==> src/rtl/as608_responder.sv <==
// rtl/as608_responder.sv - AS608 fingerprint sensor emulator: parses command packets, returns acknowledge packets
module as608_responder #(
    parameter logic [31:0] ADDR        = 32'hFFFF_FFFF,
    parameter logic [15:0] MAX_LEN     = 16'd32,
    parameter logic [23:0] TIMEOUT_CYC = 24'd1_000_000
) (
    input  logic        clk,
    input  logic        rst,
    input  logic [7:0]  rx_data,
    input  logic        rx_valid,
    output logic [7:0]  tx_data,
    output logic        tx_valid,
    input  logic        tx_ready,
    input  logic        finger_present,
    input  logic [15:0] match_score,
    input  logic [15:0] match_page,
    output logic        cmd_valid,
    output logic [7:0]  cmd_code,
    output logic        pkt_err,
    output logic        busy
);

    typedef enum logic [3:0] {
        IDLE, H1, A0, A1, A2, A3, PID, LENH, LENL, PAYLOAD, SUMH, SUML, RESP
    } state_t;

    state_t      state, state_n;
    logic [15:0] sum, pay_left, len_w, resp_sum;
    logic [7:0]  lenh, sumh, instr, conf, addr_byte, resp_lenl, tx_byte;
    logic        first, err_n, rx_state, timeout, sum_ok, len_bad;
    logic [23:0] tmo_cnt;
    logic [31:0] data;
    logic [2:0]  n_data;
    logic [4:0]  tx_idx, tx_last, rel;

    assign rx_state = (state != IDLE) && (state != RESP);
    assign timeout  = rx_state && !rx_valid && (tmo_cnt >= TIMEOUT_CYC - 24'd1);
    assign len_w    = {lenh, rx_data};
    assign len_bad  = (len_w < 16'd3) || (len_w > MAX_LEN);
    assign sum_ok   = ({sumh, rx_data} == sum);

    assign tx_valid = (state == RESP);
    assign tx_data  = tx_valid ? tx_byte : 8'h00;
    assign busy     = (state != IDLE);

    // Expected address byte for the current address state, MSB first
    always_comb begin
        case (state)
            A0:      addr_byte = ADDR[31:24];
            A1:      addr_byte = ADDR[23:16];
            A2:      addr_byte = ADDR[15:8];
            default: addr_byte = ADDR[7:0];
        endcase
    end

    // Next-state decode and error pulse request
    always_comb begin
        state_n = state;
        err_n   = 1'b0;
        if (timeout) begin
            state_n = IDLE;
            err_n   = 1'b1;
        end else if (rx_valid) begin
            case (state)
                IDLE:    if (rx_data == 8'hEF) state_n = H1;
                H1: begin
                    if (rx_data == 8'h01)      state_n = A0;
                    else if (rx_data == 8'hEF) state_n = H1;
                    else                       state_n = IDLE;
                end
                A0, A1, A2, A3: begin
                    if (rx_data != addr_byte) begin
                        state_n = IDLE;
                        err_n   = 1'b1;
                    end else begin
                        state_n = state_t'(state + 4'd1);
                    end
                end
                PID: begin
                    if (rx_data != 8'h01) begin
                        state_n = IDLE;
                        err_n   = 1'b1;
                    end else begin
                        state_n = LENH;
                    end
                end
                LENH:    state_n = LENL;
                LENL: begin
                    if (len_bad) begin
                        state_n = IDLE;
                        err_n   = 1'b1;
                    end else begin
                        state_n = PAYLOAD;
                    end
                end
                PAYLOAD: if (pay_left == 16'd1) state_n = SUMH;
                SUMH:    state_n = SUML;
                SUML: begin
                    state_n = RESP;
                    err_n   = !sum_ok;
                end
                default: ;
            endcase
        end
        if (state == RESP && tx_ready && tx_idx == tx_last) state_n = IDLE;
    end

    // Response byte selection; unused data bytes are held at zero so they add nothing to the sum
    always_comb begin
        resp_lenl = 8'd3 + {5'd0, n_data};
        resp_sum  = 16'h0007 + {8'h00, resp_lenl} + {8'h00, conf}
                  + {8'h00, data[31:24]} + {8'h00, data[23:16]}
                  + {8'h00, data[15:8]}  + {8'h00, data[7:0]};
        tx_last   = 5'd11 + {2'd0, n_data};
        rel       = tx_idx - 5'd10;
        tx_byte   = 8'h00;
        case (tx_idx)
            5'd0: tx_byte = 8'hEF;
            5'd1: tx_byte = 8'h01;
            5'd2: tx_byte = ADDR[31:24];
            5'd3: tx_byte = ADDR[23:16];
            5'd4: tx_byte = ADDR[15:8];
            5'd5: tx_byte = ADDR[7:0];
            5'd6: tx_byte = 8'h07;
            5'd7: tx_byte = 8'h00;
            5'd8: tx_byte = resp_lenl;
            5'd9: tx_byte = conf;
            default: begin
                if (rel < {2'b00, n_data}) begin
                    case (rel[1:0])
                        2'd0:    tx_byte = data[31:24];
                        2'd1:    tx_byte = data[23:16];
                        2'd2:    tx_byte = data[15:8];
                        default: tx_byte = data[7:0];
                    endcase
                end else if (rel == {2'b00, n_data}) begin
                    tx_byte = resp_sum[15:8];
                end else begin
                    tx_byte = resp_sum[7:0];
                end
            end
        endcase
    end

    // State register
    always_ff @(posedge clk) begin
        if (rst) state <= IDLE;
        else     state <= state_n;
    end

    // Packet datapath: checksum, payload count, timeout counter, response fields
    always_ff @(posedge clk) begin
        if (rst) begin
            sum       <= 16'h0000;
            pay_left  <= 16'h0000;
            lenh      <= 8'h00;
            sumh      <= 8'h00;
            instr     <= 8'h00;
            first     <= 1'b0;
            tmo_cnt   <= 24'd0;
            conf      <= 8'h00;
            data      <= 32'h0;
            n_data    <= 3'd0;
            tx_idx    <= 5'd0;
            cmd_valid <= 1'b0;
            cmd_code  <= 8'h00;
            pkt_err   <= 1'b0;
        end else begin
            cmd_valid <= 1'b0;
            pkt_err   <= err_n;
            if (!rx_state || rx_valid) tmo_cnt <= 24'd0;
            else                       tmo_cnt <= tmo_cnt + 24'd1;
            if (rx_valid) begin
                case (state)
                    PID:  sum <= {8'h00, rx_data};
                    LENH: begin
                        lenh <= rx_data;
                        sum  <= sum + {8'h00, rx_data};
                    end
                    LENL: begin
                        pay_left <= len_w - 16'd2;
                        first    <= 1'b1;
                        sum      <= sum + {8'h00, rx_data};
                    end
                    PAYLOAD: begin
                        sum      <= sum + {8'h00, rx_data};
                        pay_left <= pay_left - 16'd1;
                        first    <= 1'b0;
                        if (first) instr <= rx_data;
                    end
                    SUMH: sumh <= rx_data;
                    SUML: begin
                        tx_idx <= 5'd0;
                        data   <= 32'h0;
                        n_data <= 3'd0;
                        if (sum_ok) begin
                            cmd_valid <= 1'b1;
                            cmd_code  <= instr;
                            case (instr)
                                8'h01: conf <= finger_present ? 8'h00 : 8'h02;
                                8'h02, 8'h05, 8'h06: conf <= 8'h00;
                                8'h03: begin
                                    conf   <= 8'h00;
                                    data   <= {match_score, 16'h0000};
                                    n_data <= 3'd2;
                                end
                                8'h04: begin
                                    conf   <= 8'h00;
                                    data   <= {match_page, match_score};
                                    n_data <= 3'd4;
                                end
                                default: conf <= 8'h1A;
                            endcase
                        end else begin
                            conf <= 8'h01;
                        end
                    end
                    default: ;
                endcase
            end
            if (state == RESP && tx_ready) tx_idx <= tx_idx + 5'd1;
        end
    end

endmodule
==> config.mk <==
export PLATFORM = sky130hd
export DESIGN_NAME = as608_responder
export DESIGN_NICKNAME = d
export VERILOG_FILES = /design/src/rtl/as608_responder.sv
export SDC_FILE = /design/constraint.sdc
export NUM_CORES = 1
export LEC_CHECK = 0
export ABC_CLOCK_PERIOD_IN_PS = 6200
export BUFFER_PORTS_ARGS = -buffer_cell sky130_fd_sc_hd__buf_2
export CAP_MARGIN = 20
export CORE_UTILIZATION = 30
export DETAILED_ROUTE_END_ITERATION = 8
export PLACE_DENSITY = 0.5
export SLEW_MARGIN = 5
export SYNTH_ARGS = -nofsm -noshare
export SYNTH_HDL_FRONTEND = slang
export SYNTH_SLANG_ARGS = --single-unit
export TNS_END_PERCENT = 5
==> constraint.sdc <==
create_clock -name clk -period 6.2 [get_ports clk]
set_clock_uncertainty 0.2 [all_clocks]
set_input_delay 1.24 -clock clk [delete_from_list [all_inputs] [get_ports clk]]
set_output_delay 1.24 -clock clk [all_outputs]
set_load 0.03 [all_outputs]
### Word-level counts from Yosys, hierarchy flattened

Cells that the tools add are included.

* $lt $le $gt $ge: 4
* multiplexer cells: 33
* equal/unequal tests: 40
* bitwise operators: 2
* add/sub/neg operators: 15
* reduce and logical (&&, ||, !) cells: 35

Operator list (number)
* 16-bit case mux with 2 select lines: 2
* 32-bit case mux with 2 select lines: 1
* 8-bit case mux with 7 select lines: 1
* 4-bit case mux with 9 select lines: 1
* 32-bit 2-to-1 mux: 1
* 8-bit 2-to-1 mux: 4
* 24-bit by 1-bit adder with 24-bit output (second input constant): 1
* 8-bit by 3-bit == test with 1-bit output (second input constant): 3
* 24-bit by 20-bit greater-or-equal comparator with 1-bit output (second input constant): 1
* 8-bit case mux with 3 select lines: 1
* 4-bit == test (second input constant): 5
* 5-bit by 3-bit == test with 1-bit output (second input constant): 4
* 16-bit by 8-bit adder with 16-bit output: 1
* 16-bit by 1-bit == test with 1-bit output (second input constant): 1
* 16-bit == test: 1
* 4-bit by 3-bit == test with 1-bit output (second input constant): 4
* 8-bit by 1-bit == test with 1-bit output (second input constant): 2
* 8-bit by 2-bit == test with 1-bit output (second input constant): 2
* 16-bit by 6-bit > comparator with 1-bit output (second input constant): 1
* 16-bit by 2-bit less-than comparator with 1-bit output (second input constant): 1
* 4-bit 2-to-1 mux: 4
* 16-bit by 1-bit subtractor with 16-bit output (second input constant): 1
* 16-bit by 2-bit subtractor with 16-bit output (second input constant): 1
* 5-bit 2-to-1 mux: 3
* 50 further kinds: 82

* input port bits: 45
* word-level logic and storage cells: 144
* bits in registers: 143
* output and inout bits: 20

### Longest topological paths before layout

Gate-level depths: netlist of the first run.

* depth in word-level cells: 11
* gate-level depth with buffers: 18
* mapped depth without buffers: 18

### Least setup slack after synthesis of the first run

No wires, ideal clock.

* path type: register to output
* start: register n_data[1]
* end: output tx_data[1]
* buffers on the path: 0
* data arrival time: 4539 ps
* setup slack: 221 ps
* stages on the path, launching flop included: 17
* path through: dfxtp_1 > ha_1 > fa_1 > fa_1 > fa_1 > inv_1 > fa_1 > inv_1 > ha_1 > inv_1 > fa_1 > nor2b_1 > o31a_1 > o21a_1 > o21a_1 > o31a_1 > a31oi_1

* cells in the longest elaborated chain, start to end: 11

Ends and longest elaborated chain
* start: declaration: RTL line 33 `logic [2:0] n_data;`
* start signal: assignment: RTL line 163 `n_data <= 3'd0;`
* start signal: assignment: RTL line 195 `n_data <= 3'd0;`
* start signal: assignment: RTL line 205 `n_data <= 3'd2;`
* 2-bit by 3-bit adder with 4-bit output: RTL line 110 `resp_lenl = 8'd3 + {5'd0, n_data};`
* 3-bit by 4-bit adder with 5-bit output: RTL line 111 `resp_sum = 16'h0007 + {8'h00, resp_lenl} + {8'h00, conf}`
* 5-bit by 8-bit adder with 9-bit output: RTL line 111
* 9-bit by 8-bit adder with 10-bit output: RTL line 112 `+ {8'h00, data[31:24]} + {8'h00, data[23:16]}`
* 10-bit by 8-bit adder with 11-bit output: RTL line 112
* 11-bit by 8-bit adder with 12-bit output: RTL line 113 `+ {8'h00, data[15:8]} + {8'h00, data[7:0]};`
* 12-bit by 8-bit adder with 13-bit output: RTL line 113
* 8-bit 2-to-1 mux: RTL line 136 `end else if (rel == {2'b00, n_data}) begin`
* 8-bit 2-to-1 mux: RTL line 129 `if (rel < {2'b00, n_data}) begin`
* 8-bit case mux with 7 select lines (*): RTL line 117 `case (tx_idx)`
* 8-bit 2-to-1 mux (*): RTL line 43 `assign tx_data = tx_valid ? tx_byte : 8'h00;`
* end: declaration: RTL line 11 `output logic [7:0] tx_data,`

Mark *: on every way between the ends. The rest lies on a longest branch, timed or not.

### Final worst setup path of the first run

Same ends and word-level chain as after synthesis.

==> run summary, run 1 <==
Clocking
* **clock buffer depth** 2
* **clock sink count** 137
* **number of H-tree levels** 4
* **TritonCTS clock tree** built
* **Num CTS Buffers** 17
* **insertion delay to the later sink of the worst-skew pair** 0.43 ns
* **cts-stage hold buffer count** 0
* **clk slew on worst S/H paths** 0.07 ns
* **buffer cell driving the clock tree root** clkbuf_16

Power
* **share of total power in the clock network** 0.532
* **Internal Dissipation** 1.57 mW
* **worst IR drop on VDD** 0.000169 V
* **portion of total power attributed to sequential cells** 0.435
* **power share of the combinational group** 0.032
* **leakage dissipation** 3.72 nW
* **switch share** 0.223
* **sw power** 450 uW
* **power density normalized to cell area** 207 nW/um2

Detailed routing
* **vias** 7535
* **post-route ant nets** 0
* **post-DR vias/cell** 5.14
* **remaining design rule violation count** 0
* **total wire length after detailed routing** 23600 um
* **First DRT Iteration DRCs** 565
* **drt pass-1 iters** 7
* **routed length per instance** 16.1 um

GRT
* **remaining global-route overflow** 0
* **first-pass GRT wire length** 37900 um
* **antenna violations before repair** 0
* **pin count of the biggest net entering global routing** 48
* **vias in the first global route** 7119
* **all-layer global routing usage** 0.167

STA
* **final max-slew violation count** 0
* **highest clock rate** 164 MHz
* **Relative slew margins** 0.456
* **Worst Max-Slew Pin Slew** 0.814 ns
* **Tcrit/Tclk final** 0.982
* **TNS Setup** 0 ns
* **Final setup violation count** 0
* **RSZ-0062 raised after global routing** true
* **post-layout minimum cycle time** 6.09 ns
* **hold violation count in the final report** 0
* **setup slack of the critical path after layout** 0.110 ns

Die
* **die area** 28900 um2
* **initial standard-cell utilization of the core** 0.305
* **area of the placeable core** 27800 um2
* **site row count** 61
* **Die Y-Extent** 170 um
* **Die Width** 170 um
* **top-level I/O count** 65

Final layout
* **filler cell count in the final layout** 3009
* **nets** 1191
* **number of cells in the finished layout apart from fillers** 1465
* **register area** 2750 um2
* **end-of-flow core utilization** 0.352
* **area growth from synthesis to final layout** 15.2%
* **Multi-input gate area** 5290 um2
* **commonest non-fill, non-tap cell in the layout** dfxtp_1
* **layout cells sized above 1** 0.126
* **ANT cells** 0
* **most frequent cells in the layout** dfxtp_1 (133), nand2_1 (111), nor2_1 (99)

Logic synthesis
* **Seq/Total Area, Yosys** 0.324
* **Async SR Flop Fraction** 0
* **area of the mapped netlist** 8480 um2
* **instance count of the mapped netlist** 1037
* **syn nets** 1154
* **number of synthesized flops with an enable pin** 0
* **leading cell types by total area after synthesis** dfxtp_1 (32%), ha_1 (6.9%), fa_1 (5.9%)
* **total of flip-flops plus latches after synthesis** 137
* **synthesized area per cell** 8.17 um2
* **Netlist cell types** 70
* **commonest register cell after synthesis** dfxtp_1
* **Syn. warnings** 0
* **area share of the largest cell type after synthesis** 0.324
* **cell type with the highest aggregate area in the netlist** dfxtp_1

Placement
* **dpl hpwl** 17100 um
* **port bufs** 64
* **dpl cells** 1427
* **Routability Congestion** 0.830
* **post-placement worst setup slack** 0.201 ns

Critical path
* **type of the setup path with the least slack** flop to output port
* **startpoint types** flop
* **endpoint kind of the worst setup timing path** output port
* **Crit path required time** 4.76 ns
* **largest driver fanout on the critical path** 2
* **arrival time worst endpoint** 4.65 ns

Hold path
* **class of the tightest hold or removal check** flop to flop

Flow run
* **Max-Cap Viols** 0

Outcome
* **run status** complete, no violations

==> Yosys cell counts, drive strengths merged (3+ instances only) <==
master,number
a41oi,4
a22o,16
fa,25
nor2b,9
or2,4
a22oi,21
o31a,4
a31o,3
nor4,9
a21o,6
nor3,32
o211ai,11
and4,4
mux2i,11
xor2,24
a311oi,3
a31oi,13
clkbuf,47
and3,10
nand2,111
o21bai,4
nor2,100
nand3,47
xnor2,28
buf,9
nand4,16
inv,66
a211o,3
dfxtp,137
o21ai,39
a222oi,9
a211oi,15
or4,5
o22ai,5
nor3b,4
and2,5
ha,47
nand2b,7
a21oi,78
a221oi,3
or3,7
o21a,9
==> power by group through the flow <==
stage                     clock network, mW  registers [mW]  logic, mW
after detailed placement                  0           0.900     0.0645
after floorplan                           0           0.900     0.0331
after global routing                   1.13           0.879     0.0703
final                                  1.08           0.880     0.0650
after global placement                    0           0.900     0.0646
after CTS                              1.10           0.880     0.0647
==> sequential cells by signal, indices dropped and copies added, names as in the netlist, 4 cells and up <==
register and count:
data 32, tx_idx 5, pay_left 16, state 4, instr 8, lenh 8, tmo_cnt 24, sumh 8
sum 16, cmd_code 8
==> cell type report <==
class                           instances  area share
Inverter                               66      0.0254
Sequential cell                       137       0.282
Clock inverter                         13      0.0182
Tap cell                              378      0.0484
Clock buffer                           19      0.0443
Multi-Input combinational cell        778       0.541
Timing Repair Buffer                   74      0.0410
==> repair_timing <==
| action | CTS | global route |
|---|---|---|
| resized for setup | 13 | 2 |
| setup endpoints to repair | 2 | 1 |
| setup buffers | 4 | 2 |
| pin swaps | 12 | 6 |
==> critical path: stages, from the launching register on <==
cell and delay, ns:
dfxtp_4 0.36, ha_4 0.27, fa_2 0.44, fa_2 0.54
inv_2 0.04, fa_2 0.33, fa_1 0.51, inv_1 0.05
ha_2 0.19, inv_2 0.05, fa_2 0.20, nor2b_2 0.05
o31a_1 0.25, o21a_1 0.19, o21a_1 0.16, o31a_1 0.23
a31oi_1 0.18, buf_4 0.19
==> kinds of logic (layout without fill, tap and decap cells) <==
family                   count (synthesis)  in the layout  share of synthesized area
XOR/XNOR                                52             52                     0.0537
AO/OA/AOI/OAI                          266            266                      0.211
multiplexers                            11             11                     0.0130
AND/OR/NAND/NOR                        377            377                      0.213
adder cells (fa/ha/maj)                 72             72                      0.128
flip-flops                             137            137                      0.324
buffers and inverters                  122            172                     0.0568
==> final timing paths <==
path	start	to	slack [ns]	cells past startpoint
worst max-delay path	n_data[1]$_SDFFE_PP0P_	tx_data[1]	0.11	17
worst min-delay path	sumh[1]$_SDFFE_PP0P_	sumh[1]$_SDFFE_PP0P_	0.27	2
worst max register to register	state[3]$_SDFFE_PP0P_	data[26]$_SDFFE_PP0P_	2.27	7
worst min register to register	sumh[1]$_SDFFE_PP0P_	sumh[1]$_SDFFE_PP0P_	0.27	2
==> metal layers <==
layer,track usage,part of all wire,up-vias,wire (um)
met1,0.237,0.51,3589,12000
met5,0,0,-,0
met3,0.0235,0.038,19,887
met4,0.0490,0.012,0,274
met2,0.259,0.44,147,10400
li1,-,-,3780,-
==> per-stage QoR <==
| stage | instance area [um2] | hold WS, ns | power [mW] |
|---|---|---|---|
| floorplan | 8480 | 0.240 | 0.933 |
| global placement | 9070 | 0.257 | 0.964 |
| detailed placement | 9070 | 0.260 | 0.964 |
| CTS | 9750 | 0.268 | 2.04 |
| global route | 9770 | 0.291 | 2.08 |
| finish | 9770 | 0.268 | 2.02 |
Note: power is estimated with default switching activity, not from simulation.
==> run 2: changes to the inputs <==
- ABC_CLOCK_PERIOD_IN_PS: 6200 -> 6500
- clock period: 6.2 -> 6.5 ns (I/O delays scaled with it)
==> run 2 against run 1 <==
Compared with the run above:
- core utilization is 0.12 points lower
- worst setup slack better by 0.12 ns
- combinational power decreased by 4.3%
- first-iteration DRC count down 10%
- cell count shrank 0.41%
- final area decreased by 0.33%
- register-to-register slack improved by 0.30 ns
- global-route usage rose by 0.086 points
- via count decreased by 0.41%
- critical endpoint unchanged
- largest cell class unchanged
==> run summary, run 2 (synthesized netlist as in run 1, its figures left out) <==
Final layout
* **register with the most flip-flops** data
* **filler cell count in the final layout** 2961, -1.6%
* **ANT cells** 0, unchanged
* **nets** 1186, -0.42%
* **commonest non-fill, non-tap cell in the layout** dfxtp_1
* **most frequent cells in the layout** dfxtp_1 (134), nand2_1 (111), nor2_1 (99)
* **area growth from synthesis to final layout** 14.9%
* **number of flip-flops in the largest register** 32, unchanged
* **layout cells sized above 1** 0.118, -0.00763
* **largest registers** data x32, tmo_cnt x24

Placement
* **dpl hpwl** 17100 um, -0.36%
* **port bufs** 64, unchanged
* **Routability Congestion** 0.830, about the same

Clocking
* **insertion delay to the later sink of the worst-skew pair** 0.43 ns, about the same
* **clock sink count** 137, unchanged
* **TritonCTS clock tree** built
* **clock buffer depth** 2, unchanged
* **number of H-tree levels** 4, unchanged
* **buffer cell driving the clock tree root** clkbuf_16
* **clk slew on worst S/H paths** 0.07 ns, about the same
* **Num CTS Buffers** 17, unchanged

Die
* **die area** 28900 um2, unchanged
* **Die Width** 170 um, unchanged
* **top-level I/O count** 65, unchanged
* **area of the placeable core** 27800 um2, unchanged
* **site row count** 61, unchanged
* **initial standard-cell utilization of the core** 0.305, unchanged
* **Die Y-Extent** 170 um, unchanged

STA
* **final max-slew violation count** 0, unchanged
* **Final setup violation count** 0, unchanged
* **hold violation count in the final report** 0, unchanged
* **Relative slew margins** 0.444, -0.0114
* **TNS Setup** 0 ns, unchanged
* **Tcrit/Tclk final** 0.965
* **Worst Max-Slew Pin Slew** 0.832 ns, +0.0181 ns
* **RSZ-0062 raised after global routing** false
* **highest clock rate** 159 MHz
* **Hold Worst Slack** 0.268 ns, +0.000750 ns
* **post-layout minimum cycle time** 6.27 ns

Flow run
* **Max-Cap Viols** 0, unchanged

Critical path
* **ordered cell list for the critical path** ha_4 -> fa_2 -> fa_1 -> inv_1 -> fa_1 -> fa_1 -> inv_1 -> ha_2 -> inv_2 -> fa_2 -> nor2b_1 -> o31a_1 -> o21a_1 -> o21a_1 -> o31a_1 -> a31oi_1 -> buf_4
* **type of the setup path with the least slack** flop to output port
* **family with the most delay on the worst path** adder cells
* **startpoint types** flop
* **largest driver fanout on the critical path** 4, +2
* **Buf+Inv Stages, Crit Path** 4, unchanged
* **crit path max-delay cell type** fa_1
* **Crit path required time** 5.00 ns, +0.24 ns
* **delay contributed by the slowest stage of the critical path** 0.50 ns, -0.04 ns
* **endpoint kind of the worst setup timing path** output port
* **arrival time worst endpoint** 4.77 ns, +0.12 ns
* **cell mode on critical path** fa_1

Detailed routing
* **vias** 7504, -0.41%
* **post-DR vias/cell** 5.14, about the same
* **post-route ant nets** 0, unchanged
* **First DRT Iteration DRCs** 507, -10%
* **remaining design rule violation count** 0, unchanged
* **routed length per instance** 16.1 um, about the same
* **total wire length after detailed routing** 23500 um, -0.47%
* **drt pass-1 iters** 7, unchanged

Power
* **share of total power in the clock network** 0.536, +0.004
* **sw power** 443 uW, -1.7%
* **Internal Dissipation** 1.50 mW, -4.4%
* **worst IR drop on VDD** 0.000128 V, -24%
* **switch share** 0.228, +0.00490
* **portion of total power attributed to sequential cells** 0.432, -0.003
* **power share of the combinational group** 0.032, about the same
* **power density normalized to cell area** 200 nW/um2, -3.5%
* **total design power** 1.94 mW, -3.8%
* **leakage dissipation** 3.69 nW, -0.81%

GRT
* **remaining global-route overflow** 0, unchanged
* **vias in the first global route** 7137, +0.25%
* **first-pass GRT wire length** 37900 um, about the same
* **pin count of the biggest net entering global routing** 48, unchanged
* **antenna violations before repair** 0, unchanged
* **all-layer global routing usage** 0.167, +0.000858

Hold path
* **class of the tightest hold or removal check** flop to flop

Outcome
* **run status** complete, no violations

[run 2: changes by cell type in the layout (fill, tap and decap cells not counted), sizes merged]
cell / previous run / this run
clkbuf: 19 / 17
inv: 66 / 68
clkinv: 7 / 4
buf: 74 / 69
clkinvlp: 2 / 4
[run 2: tightest hold or removal path, cell delays in order (launching register included)]
cell and delay, ns:
dfxtp_1 0.32, nand2_1 0.05, a21oi_1 0.05
[run 2: path summary, 6_finish.rpt]
path	slack, ns	start	to	cells past startpoint
hold / removal	0.27	sumh[1]$_SDFFE_PP0P_	sumh[1]$_SDFFE_PP0P_	2
hold reg to reg	0.27	sumh[1]$_SDFFE_PP0P_	sumh[1]$_SDFFE_PP0P_	2
setup reg to reg	2.57	state[3]$_SDFFE_PP0P_	data[19]$_SDFFE_PP0P_	7
setup / recovery	0.23	n_data[1]$_SDFFE_PP0P_	tx_data[1]	17
[run 2: timing repair]
action,4_1_cts,5_1_grt
pin swaps,0,5
hold buffers,0,0
cloned,0,0
setup endpoints to repair,1,1
buffers inserted,0,1
gates resized for setup,2,8
[run 2: final cells by class]
cell class / count / area [um2] / share of cell area
clock buffers: 17 / 425 / 0.0437
clock inverters: 14 / 199 / 0.0204
inverters: 66 / 248 / 0.0254
multi-input cells: 778 / 5280 / 0.542
flip-flops and latches: 137 / 2750 / 0.282
well taps: 378 / 473 / 0.0486
repair buffers: 69 / 363 / 0.0373
[run 2: stage by stage]
| stage | worst slack (ns) | area, um2 | std cells | utilization |
|---|---|---|---|---|
| 2_1_floorplan | 0.461 | 8480 | 1037 | - |
| 5_1_grt | 0.0133 | 9730 | 1459 | 0.350 |
| 3_3_place_gp | 0.498 | 9070 | 1427 | 0.327 |
| 4_1_cts | 0.0337 | 9710 | 1458 | 0.350 |
| 6_report | 0.227 | 9730 | 1459 | 0.350 |
| 3_5_place_dp | 0.416 | 9070 | 1427 | 0.327 |
[run 2: power groups by stage]
stage | combinational [mW] | clock (mW) | sequential (mW)
after floorplan | 0.0316 | 0 | 0.858
after global placement | 0.0617 | 0 | 0.858
after detailed placement | 0.0616 | 0 | 0.858
after CTS | 0.0619 | 1.07 | 0.839
after global routing | 0.0675 | 1.10 | 0.839
final | 0.0622 | 1.04 | 0.839
[run 2: layer usage]
layer	GRT usage	wire length, um
met1	0.233	11700
met2	0.260	10500
met3	0.0323	1070
met4	0.0494	298
met5	0	0
==> run 3: changes to the inputs <==
- CORE_ASPECT_RATIO: not set -> 1.5
==> run 3 against run 2 <==
Compared with the run above:
- the run now ends with design-rule violations left
- combinational power increased by 1%
- via count is 1.1% higher
- core utilization fell by 0.35 points
- die area about the same
- worst setup slack got worse by 0.076 ns
- sequential cell count is the same
- clock-buffer cell count increased by 3
==> run summary, run 3 (synthesized netlist as in run 1, its figures left out) <==
STA
* **final max-slew violation count** 0, unchanged
* **setup slack of the critical path after layout** 0.150 ns, -0.0763 ns
* **RSZ-0062 raised after global routing** false
* **Final setup violation count** 0, unchanged
* **post-layout minimum cycle time** 6.35 ns, +0.0763 ns
* **hold violation count in the final report** 0, unchanged
* **Hold Worst Slack** 0.260 ns, -0.00841 ns
* **TNS Setup** 0 ns, unchanged
* **Worst Max-Slew Pin Slew** 0.807 ns, -0.0251 ns
* **Relative slew margins** 0.460, +0.0159
* **Tcrit/Tclk final** 0.977, +0.0117
* **highest clock rate** 157 MHz, -1.2%

Flow run
* **Max-Cap Viols** 0, unchanged

Placement
* **post-placement worst setup slack** 0.339 ns, -0.0775 ns
* **port bufs** 64, unchanged
* **Routability Congestion** 0.840, +1.2%
* **dpl hpwl** 17800 um, +4.1%
* **dpl cells** 1396, -2.2%
* **area after detailed placement** 9040 um2, -0.36%

Die
* **die area** 28900 um2, about the same
* **Die Width** 139 um, -18%
* **site row count** 75, +23%
* **top-level I/O count** 65, unchanged
* **initial standard-cell utilization of the core** 0.304, -0.000972
* **Die Y-Extent** 208 um, +22%
* **area of the placeable core** 27900 um2, +0.32%

Hold path
* **class of the tightest hold or removal check** flop to flop

Final layout
* **number of cells in the finished layout apart from fillers** 1428, -2.1%
* **area growth from synthesis to final layout** 14.1%
* **register with the most flip-flops** data
* **Multi-input gate area** 5290 um2, +0.14%
* **ANT cells** 0, unchanged
* **most frequent cells in the layout** dfxtp_1 (133), nand2_1 (111), nor2_1 (99)
* **area of all placed cells without fillers** 9670 um2, -0.68%
* **end-of-flow core utilization** 0.347, -0.00350
* **commonest non-fill, non-tap cell in the layout** dfxtp_1
* **largest registers** data x32, tmo_cnt x24
* **layout cells sized above 1** 0.123, +0.00451
* **nets** 1186, unchanged
* **filler cell count in the final layout** 2955, -0.20%
* **register area** 2750 um2, about the same
* **number of flip-flops in the largest register** 32, unchanged

Critical path
* **Crit path required time** 5.00 ns, about the same
* **family with the most delay on the worst path** adder cells
* **crit path max-delay cell type** fa_1
* **Buf+Inv Stages, Crit Path** 4, unchanged
* **type of the setup path with the least slack** flop to output port
* **largest driver fanout on the critical path** 4, unchanged
* **arrival time worst endpoint** 4.85 ns, +0.08 ns
* **ordered cell list for the critical path** ha_4 -> fa_2 -> fa_1 -> fa_1 -> inv_1 -> fa_1 -> inv_1 -> ha_2 -> inv_2 -> fa_2 -> nor2b_2 -> o31a_1 -> o21a_1 -> o21a_1 -> o31a_1 -> a31oi_1 -> buf_4
* **endpoint kind of the worst setup timing path** output port
* **delay contributed by the slowest stage of the critical path** 0.54 ns, +0.04 ns
* **cell mode on critical path** fa_1
* **startpoint types** flop

Clocking
* **clk slew on worst S/H paths** 0.06 ns, about the same
* **Num CTS Buffers** 17, unchanged
* **number of H-tree levels** 4, unchanged
* **clock sink count** 137, unchanged
* **Setup Buffers After CTS** 0, unchanged
* **clock buffer depth** 2, unchanged
* **TritonCTS clock tree** built
* **cts-stage hold buffer count** 0, unchanged
* **buffer cell driving the clock tree root** clkbuf_16
* **insertion delay to the later sink of the worst-skew pair** 0.43 ns, about the same

GRT
* **all-layer global routing usage** 0.175, +0.00791
* **antenna violations before repair** 0, unchanged
* **remaining global-route overflow** 0, unchanged
* **pin count of the biggest net entering global routing** 48, unchanged
* **first-pass GRT wire length** 40100 um, +5.7%
* **vias in the first global route** 7719, +8.2%

Detailed routing
* **drt pass-1 iters** 9, +2
* **First DRT Iteration DRCs** 455, -10%
* **routed length per instance** 16.9 um, +4.8%
* **post-route ant nets** 0, unchanged
* **remaining design rule violation count** 8, +8
* **total wire length after detailed routing** 24100 um, +2.5%
* **post-DR vias/cell** 5.31, +3.3%
* **vias** 7586, +1.1%

Power
* **total design power** 1.88 mW, -3.3%
* **leakage dissipation** 3.69 nW, about the same
* **worst IR drop on VDD** 0.000167 V, +31%
* **power density normalized to cell area** 194 nW/um2, -2.6%

Outcome
* **violated checks** design-rule violations
* **run status** finished, violations left

-- run 3: cell type report --
class                           count  area share
Inverter                           66      0.0256
Multi-Input combinational cell    778       0.547
Tap cell                          346      0.0448
Clock inverter                     12      0.0127
Timing Repair Buffer               69      0.0375
Sequential cell                   137       0.284
Clock buffer                       20      0.0483
-- run 3: routing by layer --
metal,up-vias,share of wire,track usage
met1,3616,0.43,0.206
met3,36,0.038,0.0270
met5,-,0,0
li1,3760,-,-
met4,0,0.023,0.0678
met2,174,0.51,0.316
-- run 3: final timing paths --
kind | from | end | slack [ns] | cells after the start
min | sum[7]$_SDFFE_PP0P_ | sum[7]$_SDFFE_PP0P_ | 0.26 | 2
min reg2reg | sum[7]$_SDFFE_PP0P_ | sum[7]$_SDFFE_PP0P_ | 0.26 | 2
max | n_data[1]$_SDFFE_PP0P_ | tx_data[1] | 0.15 | 17
max reg2reg | state[3]$_SDFFE_PP0P_ | data[16]$_SDFFE_PP0P_ | 3.07 | 8
-- run 3: report_power, final --
part	internal (mW)	total [mW]	switching [mW]
clock network	0.592	0.978	0.386
registers	0.839	0.839	0.0000419
logic	0.0195	0.0628	0.0433
-- run 3: tightest hold or removal path, stage by stage, from the launching register on --
cell and delay [ns]:
dfxtp_1 0.31, nand2_1 0.05, a21oi_1 0.05
-- run 3: repair_timing --
action	in CTS	in global routing
pin swaps	0	9
setup endpoints to repair	1	1
gates resized for setup	4	10
